### src/rtl/alu_arbiter_pkg.sv
// Shared definitions for the two-requester ALU arbiter: state encoding,
// default sizing and requester count.
// Imported by the interface, the arbiter core and its grant sub-module.
package alu_arbiter_pkg;

  localparam int DEFAULT_WIDTH   = 16;
  localparam int DEFAULT_TIMEOUT = 8;
  localparam int NUM_REQ         = 2;
  localparam int FUN_W           = 4;

  localparam logic [1:0] ST_IDLE  = 2'b00;
  localparam logic [1:0] ST_ISSUE = 2'b01;
  localparam logic [1:0] ST_WAIT  = 2'b10;
  localparam logic [1:0] ST_RESP  = 2'b11;

endpackage : alu_arbiter_pkg

### src/rtl/alu_arbiter_if.sv
// Bundle of request, ALU-side and response signals of the ALU arbiter.
// The slave modport is the arbiter's view; the master modport is the
// environment (requesters plus ALU) driving it.
interface alu_arbiter_if
  import alu_arbiter_pkg::*;
#(
  parameter int WIDTH = DEFAULT_WIDTH
);

  logic [NUM_REQ-1:0]       Req_Valid;
  logic [NUM_REQ-1:0]       Req_Ready;
  logic [NUM_REQ*WIDTH-1:0] Req_A;
  logic [NUM_REQ*WIDTH-1:0] Req_B;
  logic [NUM_REQ*FUN_W-1:0] Req_FUN;

  logic [WIDTH-1:0]         ALU_A;
  logic [WIDTH-1:0]         ALU_B;
  logic [FUN_W-1:0]         ALU_FUN;
  logic                     ALU_Enable;
  logic [WIDTH-1:0]         ALU_OUT;
  logic                     ALU_Valid;

  logic [NUM_REQ-1:0]       Rsp_Valid;
  logic [NUM_REQ-1:0]       Rsp_Ready;
  logic [WIDTH-1:0]         Rsp_Data;
  logic                     Rsp_Error;
  logic                     Busy;

  modport slave (
    input  Req_Valid, Req_A, Req_B, Req_FUN, ALU_OUT, ALU_Valid, Rsp_Ready,
    output Req_Ready, ALU_A, ALU_B, ALU_FUN, ALU_Enable,
           Rsp_Valid, Rsp_Data, Rsp_Error, Busy
  );

  modport master (
    output Req_Valid, Req_A, Req_B, Req_FUN, ALU_OUT, ALU_Valid, Rsp_Ready,
    input  Req_Ready, ALU_A, ALU_B, ALU_FUN, ALU_Enable,
           Rsp_Valid, Rsp_Data, Rsp_Error, Busy
  );

endinterface : alu_arbiter_if

### src/rtl/alu_arbiter_rr_arbiter_2.sv
// Two-way round-robin grant, purely combinational (zero latency).
// A lone request always wins; on contention the pointer picks the winner.
// No state and no backpressure: the pointer register lives in the parent.
module rr_arbiter_2
  import alu_arbiter_pkg::*;
(
  input  logic [NUM_REQ-1:0] req_i,
  input  logic               ptr_i,
  output logic [NUM_REQ-1:0] gnt_o
);

  // One-hot grant; pointer only matters when both requesters are active
  always_comb begin
    gnt_o = req_i;
    if (req_i == 2'b11) begin
      gnt_o = ptr_i ? 2'b10 : 2'b01;
    end
  end

endmodule : rr_arbiter_2

### src/rtl/alu_arbiter.sv
// Arbitrates two requesters onto one ALU, one transaction at a time.
// Latency: accept T, ALU_Enable T+1, earliest ALU_Valid T+2, Rsp_Valid T+3.
// Backpressure: Req_Ready only in IDLE; response held until granted Rsp_Ready.
module alu_arbiter
  import alu_arbiter_pkg::*;
#(
  parameter int WIDTH   = DEFAULT_WIDTH,
  parameter int TIMEOUT = DEFAULT_TIMEOUT
)(
  input  logic          CLK,
  input  logic          RST,
  alu_arbiter_if.slave  bus
);

  localparam int CNT_W = $clog2(TIMEOUT + 1);

  logic [1:0]         state_q, state_d;
  logic               ptr_q,   ptr_d;
  logic               gnt_q,   gnt_d;
  logic [WIDTH-1:0]   a_q,     a_d;
  logic [WIDTH-1:0]   b_q,     b_d;
  logic [FUN_W-1:0]   fun_q,   fun_d;
  logic [CNT_W-1:0]   cnt_q,   cnt_d;
  logic [WIDTH-1:0]   data_q,  data_d;
  logic               err_q,   err_d;

  logic [NUM_REQ-1:0] gnt_vec;
  logic               gnt_idx;
  logic [NUM_REQ-1:0] req_ready;
  logic               req_xfer;

  rr_arbiter_2 u_rr (
    .req_i (bus.Req_Valid),
    .ptr_i (ptr_q),
    .gnt_o (gnt_vec)
  );

  assign gnt_idx   = gnt_vec[1];
  assign req_ready = (state_q == ST_IDLE) ? gnt_vec : '0;
  assign req_xfer  = |(bus.Req_Valid & req_ready);

  // Next-state and datapath capture for the IDLE/ISSUE/WAIT/RESP sequence
  always_comb begin
    state_d = state_q;
    ptr_d   = ptr_q;
    gnt_d   = gnt_q;
    a_d     = a_q;
    b_d     = b_q;
    fun_d   = fun_q;
    cnt_d   = cnt_q;
    data_d  = data_q;
    err_d   = err_q;
    case (state_q)
      ST_IDLE: begin
        if (req_xfer) begin
          a_d     = gnt_idx ? bus.Req_A[2*WIDTH-1:WIDTH] : bus.Req_A[WIDTH-1:0];
          b_d     = gnt_idx ? bus.Req_B[2*WIDTH-1:WIDTH] : bus.Req_B[WIDTH-1:0];
          fun_d   = gnt_idx ? bus.Req_FUN[2*FUN_W-1:FUN_W] : bus.Req_FUN[FUN_W-1:0];
          gnt_d   = gnt_idx;
          ptr_d   = ~gnt_idx;
          state_d = ST_ISSUE;
        end
      end
      ST_ISSUE: begin
        cnt_d   = '0;
        state_d = ST_WAIT;
      end
      ST_WAIT: begin
        // A result arriving in the last allowed cycle still beats the timeout
        if (bus.ALU_Valid) begin
          data_d  = bus.ALU_OUT;
          err_d   = 1'b0;
          state_d = ST_RESP;
        end else if (cnt_q == CNT_W'(TIMEOUT - 1)) begin
          data_d  = '0;
          err_d   = 1'b1;
          state_d = ST_RESP;
        end else begin
          cnt_d   = cnt_q + CNT_W'(1);
        end
      end
      ST_RESP: begin
        if (bus.Rsp_Ready[gnt_q]) begin
          state_d = ST_IDLE;
        end
      end
      default: state_d = ST_IDLE;
    endcase
  end

  // State and data registers; reset abandons any in-flight transaction
  always_ff @(posedge CLK) begin
    if (RST) begin
      state_q <= ST_IDLE;
      ptr_q   <= 1'b0;
      gnt_q   <= 1'b0;
      a_q     <= '0;
      b_q     <= '0;
      fun_q   <= '0;
      cnt_q   <= '0;
      data_q  <= '0;
      err_q   <= 1'b0;
    end else begin
      state_q <= state_d;
      ptr_q   <= ptr_d;
      gnt_q   <= gnt_d;
      a_q     <= a_d;
      b_q     <= b_d;
      fun_q   <= fun_d;
      cnt_q   <= cnt_d;
      data_q  <= data_d;
      err_q   <= err_d;
    end
  end

  assign bus.Req_Ready  = req_ready;
  assign bus.ALU_A      = a_q;
  assign bus.ALU_B      = b_q;
  assign bus.ALU_FUN    = fun_q;
  assign bus.ALU_Enable = (state_q == ST_ISSUE);
  assign bus.Rsp_Valid  = (state_q == ST_RESP) ? (gnt_q ? 2'b10 : 2'b01) : 2'b00;
  assign bus.Rsp_Data   = data_q;
  assign bus.Rsp_Error  = err_q;
  assign bus.Busy       = (state_q != ST_IDLE);

endmodule : alu_arbiter

### src/flat_wrapper.sv
// flat-port wrapper written by rule: the top's interface ports become plain ports
module alu_arbiter_flat import alu_arbiter_pkg::*;
#(
  parameter int WIDTH   = DEFAULT_WIDTH,
  parameter int TIMEOUT = DEFAULT_TIMEOUT
)
  (CLK, RST, bus_Req_Valid, bus_Req_A, bus_Req_B, bus_Req_FUN, bus_ALU_OUT, bus_ALU_Valid, bus_Rsp_Ready, bus_Req_Ready, bus_ALU_A, bus_ALU_B, bus_ALU_FUN, bus_ALU_Enable, bus_Rsp_Valid, bus_Rsp_Data, bus_Rsp_Error, bus_Busy);
  alu_arbiter_if #(.WIDTH(WIDTH)) bus_i ();
  input  logic CLK;
  input  logic RST;
  input wire logic [$bits(bus_i.Req_Valid)-1:0] bus_Req_Valid;
  input wire logic [$bits(bus_i.Req_A)-1:0] bus_Req_A;
  input wire logic [$bits(bus_i.Req_B)-1:0] bus_Req_B;
  input wire logic [$bits(bus_i.Req_FUN)-1:0] bus_Req_FUN;
  input wire logic [$bits(bus_i.ALU_OUT)-1:0] bus_ALU_OUT;
  input wire logic [$bits(bus_i.ALU_Valid)-1:0] bus_ALU_Valid;
  input wire logic [$bits(bus_i.Rsp_Ready)-1:0] bus_Rsp_Ready;
  output wire logic [$bits(bus_i.Req_Ready)-1:0] bus_Req_Ready;
  output wire logic [$bits(bus_i.ALU_A)-1:0] bus_ALU_A;
  output wire logic [$bits(bus_i.ALU_B)-1:0] bus_ALU_B;
  output wire logic [$bits(bus_i.ALU_FUN)-1:0] bus_ALU_FUN;
  output wire logic [$bits(bus_i.ALU_Enable)-1:0] bus_ALU_Enable;
  output wire logic [$bits(bus_i.Rsp_Valid)-1:0] bus_Rsp_Valid;
  output wire logic [$bits(bus_i.Rsp_Data)-1:0] bus_Rsp_Data;
  output wire logic [$bits(bus_i.Rsp_Error)-1:0] bus_Rsp_Error;
  output wire logic [$bits(bus_i.Busy)-1:0] bus_Busy;
  assign bus_i.Req_Valid = bus_Req_Valid;
  assign bus_i.Req_A = bus_Req_A;
  assign bus_i.Req_B = bus_Req_B;
  assign bus_i.Req_FUN = bus_Req_FUN;
  assign bus_i.ALU_OUT = bus_ALU_OUT;
  assign bus_i.ALU_Valid = bus_ALU_Valid;
  assign bus_i.Rsp_Ready = bus_Rsp_Ready;
  assign bus_Req_Ready = bus_i.Req_Ready;
  assign bus_ALU_A = bus_i.ALU_A;
  assign bus_ALU_B = bus_i.ALU_B;
  assign bus_ALU_FUN = bus_i.ALU_FUN;
  assign bus_ALU_Enable = bus_i.ALU_Enable;
  assign bus_Rsp_Valid = bus_i.Rsp_Valid;
  assign bus_Rsp_Data = bus_i.Rsp_Data;
  assign bus_Rsp_Error = bus_i.Rsp_Error;
  assign bus_Busy = bus_i.Busy;
  alu_arbiter #(.WIDTH(WIDTH), .TIMEOUT(TIMEOUT)) u_core (.CLK(CLK), .RST(RST), .bus(bus_i));
endmodule
### config.mk
export PLATFORM = sky130hd
export DESIGN_NAME = alu_arbiter_flat
export DESIGN_NICKNAME = d
export VERILOG_FILES = /design/src/rtl/alu_arbiter_pkg.sv /design/src/rtl/alu_arbiter_if.sv /design/src/rtl/alu_arbiter_rr_arbiter_2.sv /design/src/rtl/alu_arbiter.sv /design/src/flat_wrapper.sv
export SDC_FILE = /design/constraint.sdc
export NUM_CORES = 1
export LEC_CHECK = 0
export CORE_MARGIN = 3
export CORE_UTILIZATION = 40
export DETAILED_ROUTE_END_ITERATION = 6
export PLACE_DENSITY = 0.85
export SETUP_SLACK_MARGIN = 0.2
export SYNTH_ARGS = -nofsm -noshare
export SYNTH_HDL_FRONTEND = slang
export SYNTH_HIERARCHICAL = 1
export SYNTH_SLANG_ARGS = --single-unit
### constraint.sdc
create_clock -name CLK -period 5.2 [get_ports CLK]
set_clock_uncertainty 0.1 [all_clocks]
set_input_delay 0.52 -clock CLK [delete_from_list [all_inputs] [get_ports CLK]]
set_output_delay 0.52 -clock CLK [all_outputs]
set_load 0.01 [all_outputs]
Yosys cells after proc, flatten, opt, wreduce, memory -nomap -nowiden:

Cells that the tools add are included.

* $add $sub $neg: 1
* multipliers: 0
* div/mod/pow operators: 0
* magnitude comparators: 1
* eq/ne operators: 10
* shift operators: 0
* multiplexer cells: 22
* bitwise operators: 2
* reduce and logical (&&, ||, !) cells: 9

Operators by type and width (number)
* 16-bit two-way mux: 4
* 2-bit two-way mux: 9
* 4-bit two-way mux: 3
* 2-bit one-hot mux with 4 select lines: 1
* 4-bit one-hot mux with 2 select lines: 1
* 2-bit equality test, second input constant: 3
* 3-bit AND reduction: 2
* 2-bit nonzero test: 3
* 4-bit by 1-bit adder with 4-bit output, second input constant: 1
* 4-bit by 3-bit equality test with 1-bit output, second input constant: 1
* 1-bit two-way mux: 4
* 2-bit by 1-bit inequality test with 1-bit output, second input constant: 2
* 2-bit inequality test, second input constant: 2
* 2-bit AND reduction: 2
* 3-bit by 2-bit inequality test with 1-bit output, second input constant: 1
* 2-bit bitwise AND: 1
* 2-bit by 1-bit equality test with 1-bit output, second input constant: 1
* 2-bit logical NOT: 1
* 1-bit by 2-bit less-than comparator with 1-bit output, second input constant: 1
* 2-bit OR reduction: 1
* 1-bit NOT: 1

* register bits after elaboration: 61
* latch bits: 0
* RAM bits: 0
* bits in read-only memories: 0
* bits of input ports: 95
* output and inout port bits: 59
* word-level logic and storage cells: 54
* memories kept: 0

Longest topological paths before layout:

Gate-level depths: netlist of the first run.

* depth in word-level cells: 7
* mapped depth: 9
* mapped depth without buffers: 6

Hierarchy:

The synthesis of the first run kept the hierarchy.

Modules (own cells, without submodules)
* alu_arbiter: times used 1, cells each 314, area each 2677.6 µm², sequential area each 1221.2 µm²
* rr_arbiter_2: times used 1, cells each 3, area each 18.8 µm², sequential area each 0.0 µm²

Worst setup path after synthesis of the first run:

No wires, ideal clock.

* kind: input -> register
* start: input port bus_Req_Valid[1]
* end: register u_core.a_q[0], in the netlist u_core/bus.ALU_A[0]
* setup time: 74 ps
* arrival: 1624 ps
* required time: 5026 ps
* slack: 3402 ps
* stages: 8
* path buffers: 3
* path through: a21boi_1 > buf_4 > and2_1 > and2b_1 > buf_4 > buf_6 > nand2_1 > a31oi_1

* word-level cells in the longest chain between the ends: 6
* elaborated cells on any way between the ends: 7
* those cells by class: eq/ne: 1; mux: 3; bitwise: 1; reduce/logical: 2

RTL lines
* from (decl): RTL line flat_wrapper.sv:11 `input wire logic [$bits(bus_i.Req_Valid)-1:0] bus_Req_Valid;`
* 2-bit equality test: RTL line alu_arbiter_rr_arbiter_2.sv:15 `if (req_i == 2'b11) begin`
* 2-bit two-way mux *: RTL line alu_arbiter_rr_arbiter_2.sv:15
* 2-bit two-way mux *: RTL line alu_arbiter.sv:39 `assign req_ready = (state_q == ST_IDLE) ? gnt_vec : '0;`
* net bus_Req_Ready[1]: RTL line flat_wrapper.sv:18 `output wire logic [$bits(bus_i.Req_Ready)-1:0] bus_Req_Ready;`
* 2-bit bitwise AND *: RTL line alu_arbiter.sv:40 `assign req_xfer = |(bus.Req_Valid & req_ready);`
* 2-bit OR reduction *: RTL line alu_arbiter.sv:40
* 2-bit AND reduction (no source line) *
* to (signal assigned): RTL line alu_arbiter.sv:97 `a_q <= '0;`
* to (signal assigned): RTL line alu_arbiter.sv:107 `a_q <= a_d;`
* to (decl): RTL line alu_arbiter.sv:20 `logic [WIDTH-1:0] a_q, a_d;`

The timed path passes the listed nets; every way through them passes the cells marked *.
A chain may end at the register's enable or synchronous reset.

Final worst setup path of the first run:

* start: input port bus_Req_Valid[0]
* end: output port bus_Req_Ready[0]

* word-level cells in the longest chain between the ends: 3

RTL lines
* 2-bit equality test: RTL line alu_arbiter_rr_arbiter_2.sv:15
* 2-bit two-way mux *: RTL line alu_arbiter_rr_arbiter_2.sv:15
* net u_core.gnt_vec[0]: RTL line alu_arbiter.sv:27 `logic [NUM_REQ-1:0] gnt_vec;`
* 2-bit two-way mux *: RTL line alu_arbiter.sv:39
* to (decl): RTL line flat_wrapper.sv:18

Marks and branches as above.

==> run metrics, run 1 <==
FF+latch count, synth=61; Die W=88.1 um; critical path, cell by cell=clkdlybuf4s50_1 > a21boi_1 > and2_1 > clkdlybuf4s50_1; Final HPWL DP=6.05 mm; core area=0.00646 mm2; die height=88.1 um; fin util=67.8%; clock sink total=61; Tmin final=2.68 ns; Synth top area share=45.3%; crit-path max FO=4; # diodes=0; Root Buffer=clkbuf_8; post-synth top area cell=dfxtp_1; clk buf depth=2; dpl cells=525; hold_buf cts=0; Synth area leaders=dfxtp_1, nand2_1, nand3b_1; worst path required time=4.58 ns; setup violators final=0; Critical Path End Type=output port; Cell Rows=29; CTS tree=built; number of DRC markers in iteration 0=139; via count=2,860; Post-Synthesis Cells=317; Post-Layout Cell Count=541; Via-to-Cell Ratio=5.29; Antenna Nets Post-Route=0; Syn Nets=417; Total GRT Usage=20.9%; final hold vios=0; clock slew at reported path FFs=0.06 ns; Worst Tran Pin Value=1.10 ns; largest net degree at the start of global routing=62; post-CTS setup buffers=0; layout cells sized above 1=6.03%; area grow syn2layout=62.5%; setup TNS=0 ns; post-synthesis average cell area=8.51 um2; IO Count=154; later-pin clock latency in the skew report=0.32 ns; hold_ws=0.377 ns; die area=0.00776 mm2; sequential cell area fraction in the yosys report=45.3%; synthesized area=0.00270 mm2; first-pass GRT wire length=12.8 mm; CTS Buf Count=9; RSZ-0062 raised after global routing=no; crit-path max cell delay=0.55 ns; run status=complete, no violations; Post-Place Setup Slack=2.27 ns; count of cell types in the netlist=33; yosys warns=6; Peak VDD IR=318 uV; gpl congestion=0.865; fill count=545; vias in the first global route=2,687; PnR worst setup slack=2.52 ns; Worst Path Buf+Inv=2; Slew Viols, Final=0; LEAKAGE=1.56 nW; CP delay by family, top=buffers and inverters; Max Cap Viol=0; CP arrival=2.06 ns; critical path type=in2out; most frequent cell on the critical path=clkdlybuf4s50_1; Post-Route WL=8.63 mm; PD cells=366 mW/mm2; # nets final=559; critical path's slowest cell=clkdlybuf4s50_1; DR pass1 iterations=4; H-tree levels=3; Initial Utilization=41.7%; Slew HR=26.6%; CP Launch Type=input pin; Final period util=51.5%; number of antenna violations at the first check in global routing=0; DRC errors left=0; Avg WL per Cell=15.9 um; maximum clock rate=0.373 GHz; HP Class=reg2reg; grt ovf=0; IO Port Bufs=153; CTS resizes=0
## cells in the mapped netlist (all sizes together)
cell / count
a211oi: 1
a21boi: 2
a21oi: 7
a222oi: 1
a22oi: 17
a31oi: 37
and2: 4
and2b: 2
and3b: 1
and4: 1
buf: 14
clkbuf: 11
dfxtp: 61
ha: 5
inv: 4
mux2i: 2
nand2: 75
nand2b: 1
nand3: 3
nand3b: 38
nor2: 21
nor2b: 2
nor3: 3
nor4: 1
o21ai: 1
or2: 1
or3: 1
## cell usage in the layout (no fill, tap or decap), types with 2 or more instances in the layout
| master | instances |
|---|---|
| clkinv_2 | 3 |
| dfxtp_1 | 61 |
| clkdlybuf4s50_1 | 152 |
| ha_1 | 5 |
| nand3b_1 | 37 |
| clkbuf_8 | 11 |
| nand3_1 | 3 |
| nor2b_1 | 2 |
| a21oi_1 | 7 |
| inv_1 | 4 |
| nor2_1 | 20 |
| mux2i_1 | 2 |
| and2_1 | 4 |
| buf_4 | 3 |
| a22oi_1 | 16 |
| nand2_1 | 75 |
| nor3_1 | 3 |
| a31oi_1 | 37 |
## final timing paths
| path | to | slack [ns] | cells past startpoint | startpoint |
|---|---|---|---|---|
| worst max-delay path | bus_Req_Ready[0] | 2.52 | 4 | bus_Req_Valid[0] |
| worst min-delay path | u_core/bus.ALU_B[14]$_SDFFE_PP0P_ | 0.38 | 2 | u_core/bus.ALU_B[14]$_SDFFE_PP0P_ |
| worst max register to register | u_core/bus.ALU_B[3]$_SDFFE_PP0P_ | 2.91 | 7 | u_core/state_q[0]$_SDFFE_PP0P_ |
| worst min register to register | u_core/bus.ALU_B[14]$_SDFFE_PP0P_ | 0.38 | 2 | u_core/bus.ALU_B[14]$_SDFFE_PP0P_ |
## per-layer routing
metal / up-vias / GRT usage (%) / wire length (um)
li1: 1397 / - / -
met5: - / 0 / 0
met3: 6 / 4.52 / 596
met1: 1332 / 25.1 / 3540
met4: 0 / 6.32 / 65
met2: 125 / 37.3 / 4430
## worst min-delay path: cells and delay by family (launching register included)
family           cells  cell delay, ns
AO/OA/AOI/OAI        1            0.07
flip-flops           1            0.31
AND/OR/NAND/NOR      1            0.05
## kinds of logic (layout without fill, tap and decap cells)
logic type	after synthesis	count (layout)	share of synthesized area (%)
compound gates	66	66	16.3
fa+ha+maj	5	5	2.32
buf+inv	29	176	5.80
flops	61	61	45.3
mux	2	2	0.742
simple gates	154	154	29.5
## final cells by class
type | count | area, um2 | share of cell area, %
timing repair buffer | 156 | 1550 | 35.4
multi-input combinational | 227 | 1320 | 30.2
sequential | 61 | 1220 | 27.9
clock buffer | 12 | 155 | 3.54
tap | 77 | 96.3 | 2.20
clock inverter | 4 | 22.5 | 0.514
inverter | 4 | 15.0 | 0.343
## sequential cells by signal (all words and copies together) (netlist names), 2 cells and up
name                 cells
u_core/bus.ALU_A        16
u_core/bus.ALU_B        16
u_core/state_q           2
u_core/bus.Rsp_Data     16
u_core/cnt_q             4
u_core/bus.ALU_FUN       4
## where the power goes
group / internal (W) / switching (W) / leakage (nW) / total, W
sequential: 0.000552 / 0.0000500 / 0.497 / 0.000602
clock: 0.000197 / 0.000176 / 0.0921 / 0.000373
combinational: 0.000323 / 0.000306 / 0.970 / 0.000629
total: 0.00107 / 0.000533 / 1.56 / 0.00160
## stage by stage
step	power, W	area (um2)
2_1_floorplan	0.000944	2700
3_3_place_gp	0.00122	4200
3_5_place_dp	0.00124	4200
4_1_cts	0.00162	4380
5_1_grt	0.00170	4380
6_report	0.00160	4380
(Power assumes the default switching activity.)
==> inputs of run 2 (changes only) <==
CORE_UTILIZATION = 38   (was 40)
PLACE_DENSITY = 0.81   (was 0.85)
clock period = 2.7 ns   (was 5.2 ns; I/O delays follow)
==> run metrics, run 2 (synthesis gave the netlist of run 1 again) <==
later-pin clock latency in the skew report=0.32 ns (about the same); grt ovf=0 (unchanged); critical path, cell by cell=clkdlybuf4s50_1 > a21boi_2 > and2_1 > clkdlybuf4s50_1; crit-path max FO=4 (unchanged); IO Count=154 (unchanged); maximum clock rate=0.460 GHz; most frequent cell on the critical path=clkdlybuf4s50_1; vias in the first global route=2,795 (+4.0%); worst path required time=2.33 ns (-2.25 ns); Power Total=0.00332 W (+110%); Slew HR=55.6% (+29 points); clock slew at reported path FFs=0.06 ns (about the same); Root Buffer=clkbuf_8; core area=0.00683 mm2 (+5.8%); hold_buf cts=0 (unchanged); crit-path max cell delay=0.54 ns (about the same); first-pass GRT wire length=14.0 mm (+9.0%); Total GRT Usage=21.0% (+0.12 points); commonest non-fill, non-tap cell in the layout=clkdlybuf4s50_1; largest net degree at the start of global routing=37 (-40%); PD cells=738 mW/mm2 (+100%); CTS resizes=0 (unchanged); fin util=65.9% (-2.0 points); PnR worst setup slack=0.524 ns (-2.00 ns); CP Launch Type=input pin; Peak VDD IR=540 uV (+70%); CP arrival=1.81 ns (-0.25 ns); H-tree levels=3 (unchanged); most frequent cells in the layout=clkdlybuf4s50_1, nand2_1, dfxtp_1, nand3b_1, a31oi_1; Critical Path Start=bus_Req_Valid[1]; final hold vios=0 (unchanged); Worst Tran Pin Value=0.666 ns (-0.435 ns); Max Cap Viol=0 (unchanged); Final HPWL DP=6.34 mm (+4.8%); FF-to-FF Start=u_core/state_q[0]$_SDFFE_PP0P_; LEAKAGE=1.61 nW (+3.1%); clk buf depth=2 (unchanged); Slew Viols, Final=0 (unchanged); IO Port Bufs=153 (unchanged); die area=0.00814 mm2 (+4.9%); Post-Place Setup Slack=0.439 ns (-1.83 ns); Die W=90.2 um (+2.4%); CTS tree=built; Antenna Nets Post-Route=0 (unchanged); via count=2,875 (+0.52%); DRC errors left=0 (unchanged); run status=complete, no violations; number of antenna violations at the first check in global routing=0 (unchanged); Critical Path End Type=output port; HP Class=in2reg; # diodes=0 (unchanged); CTS Buf Count=9 (unchanged); Post-Route WL=8.72 mm (+1.1%); critical path type=in2out; CP delay by family, top=buffers and inverters; gpl congestion=0.738 (-15%); setup violators final=0 (unchanged); Final period util=80.6%; Cell Rows=30 (+3.4%); Worst Path Buf+Inv=2 (unchanged); setup TNS=0 ns (unchanged); Tmin final=2.18 ns; die height=90.2 um (+2.4%); DR pass1 iterations=4 (unchanged); area grow syn2layout=66.9%; RSZ-0062 raised after global routing=no; layout cells sized above 1=7.02% (+0.99 points); # nets final=565 (+1.1%); Initial Utilization=39.5% (-2.3 points); critical path's slowest cell=clkdlybuf4s50_1; post-CTS setup buffers=0 (unchanged); clock sink total=61 (unchanged); HP Start=RST; worst reg2reg setup slack=0.81 ns (-2.10 ns); Via-to-Cell Ratio=5.08 (-3.9%); Avg WL per Cell=15.4 um (-3.4%); number of DRC markers in iteration 0=112 (-19%)
## run 2: cell count changes in the layout (fill, tap and decap cells not counted)
| cell | delta |
|---|---|
| clkbuf_1 | +1 |
| bufinv_16 | +2 |
| buf_4 | +6 |
| clkinv_2 | -3 |
## run 2: power by group
group,internal (W),total (W),switching (W),leakage [nW]
Clock,0.000572,0.000915,0.000343,0.110
Combinational,0.000645,0.00125,0.000604,1.00
Sequential,0.00106,0.00115,0.0000927,0.497
## run 2: cell type report
class,instances,area [um2]
multi-input combinational,227,1320
clock buffer,13,159
fill,575,2330
tap,96,120
timing repair buffer,162,1590
clock inverter,3,67.6
inverter,4,15.0
sequential,61,1220
## run 2: final timing paths
check,endpoint,cells after the start
worst max-delay path,bus_Req_Ready[1],4
worst min-delay path,u_core/bus.Rsp_Data[11]$_SDFFE_PP0P_,2
worst max register to register,u_core/state_q[1]$_SDFFE_PP0P_,6
worst min register to register,u_core/bus.ALU_A[13]$_SDFFE_PP0P_,2
## run 2: stage by stage
step	hold WS [ns]	area (um2)	std cells
global placement	0.363	4270	550
CTS	0.349	4500	566
floorplan	0.318	2700	317
detailed placement	0.371	4270	550
finish	0.358	4500	566
global route	0.387	4500	566
## run 2: layer usage
layer / GRT usage, % / vias up / part of all wire, %
met2: 36.4 / 116 / 50
li1: - / 1404 / -
met3: 4.94 / 6 / 6.1
met4: 6.89 / 0 / 0.56
met5: 0 / - / 0
met1: 25.7 / 1349 / 43
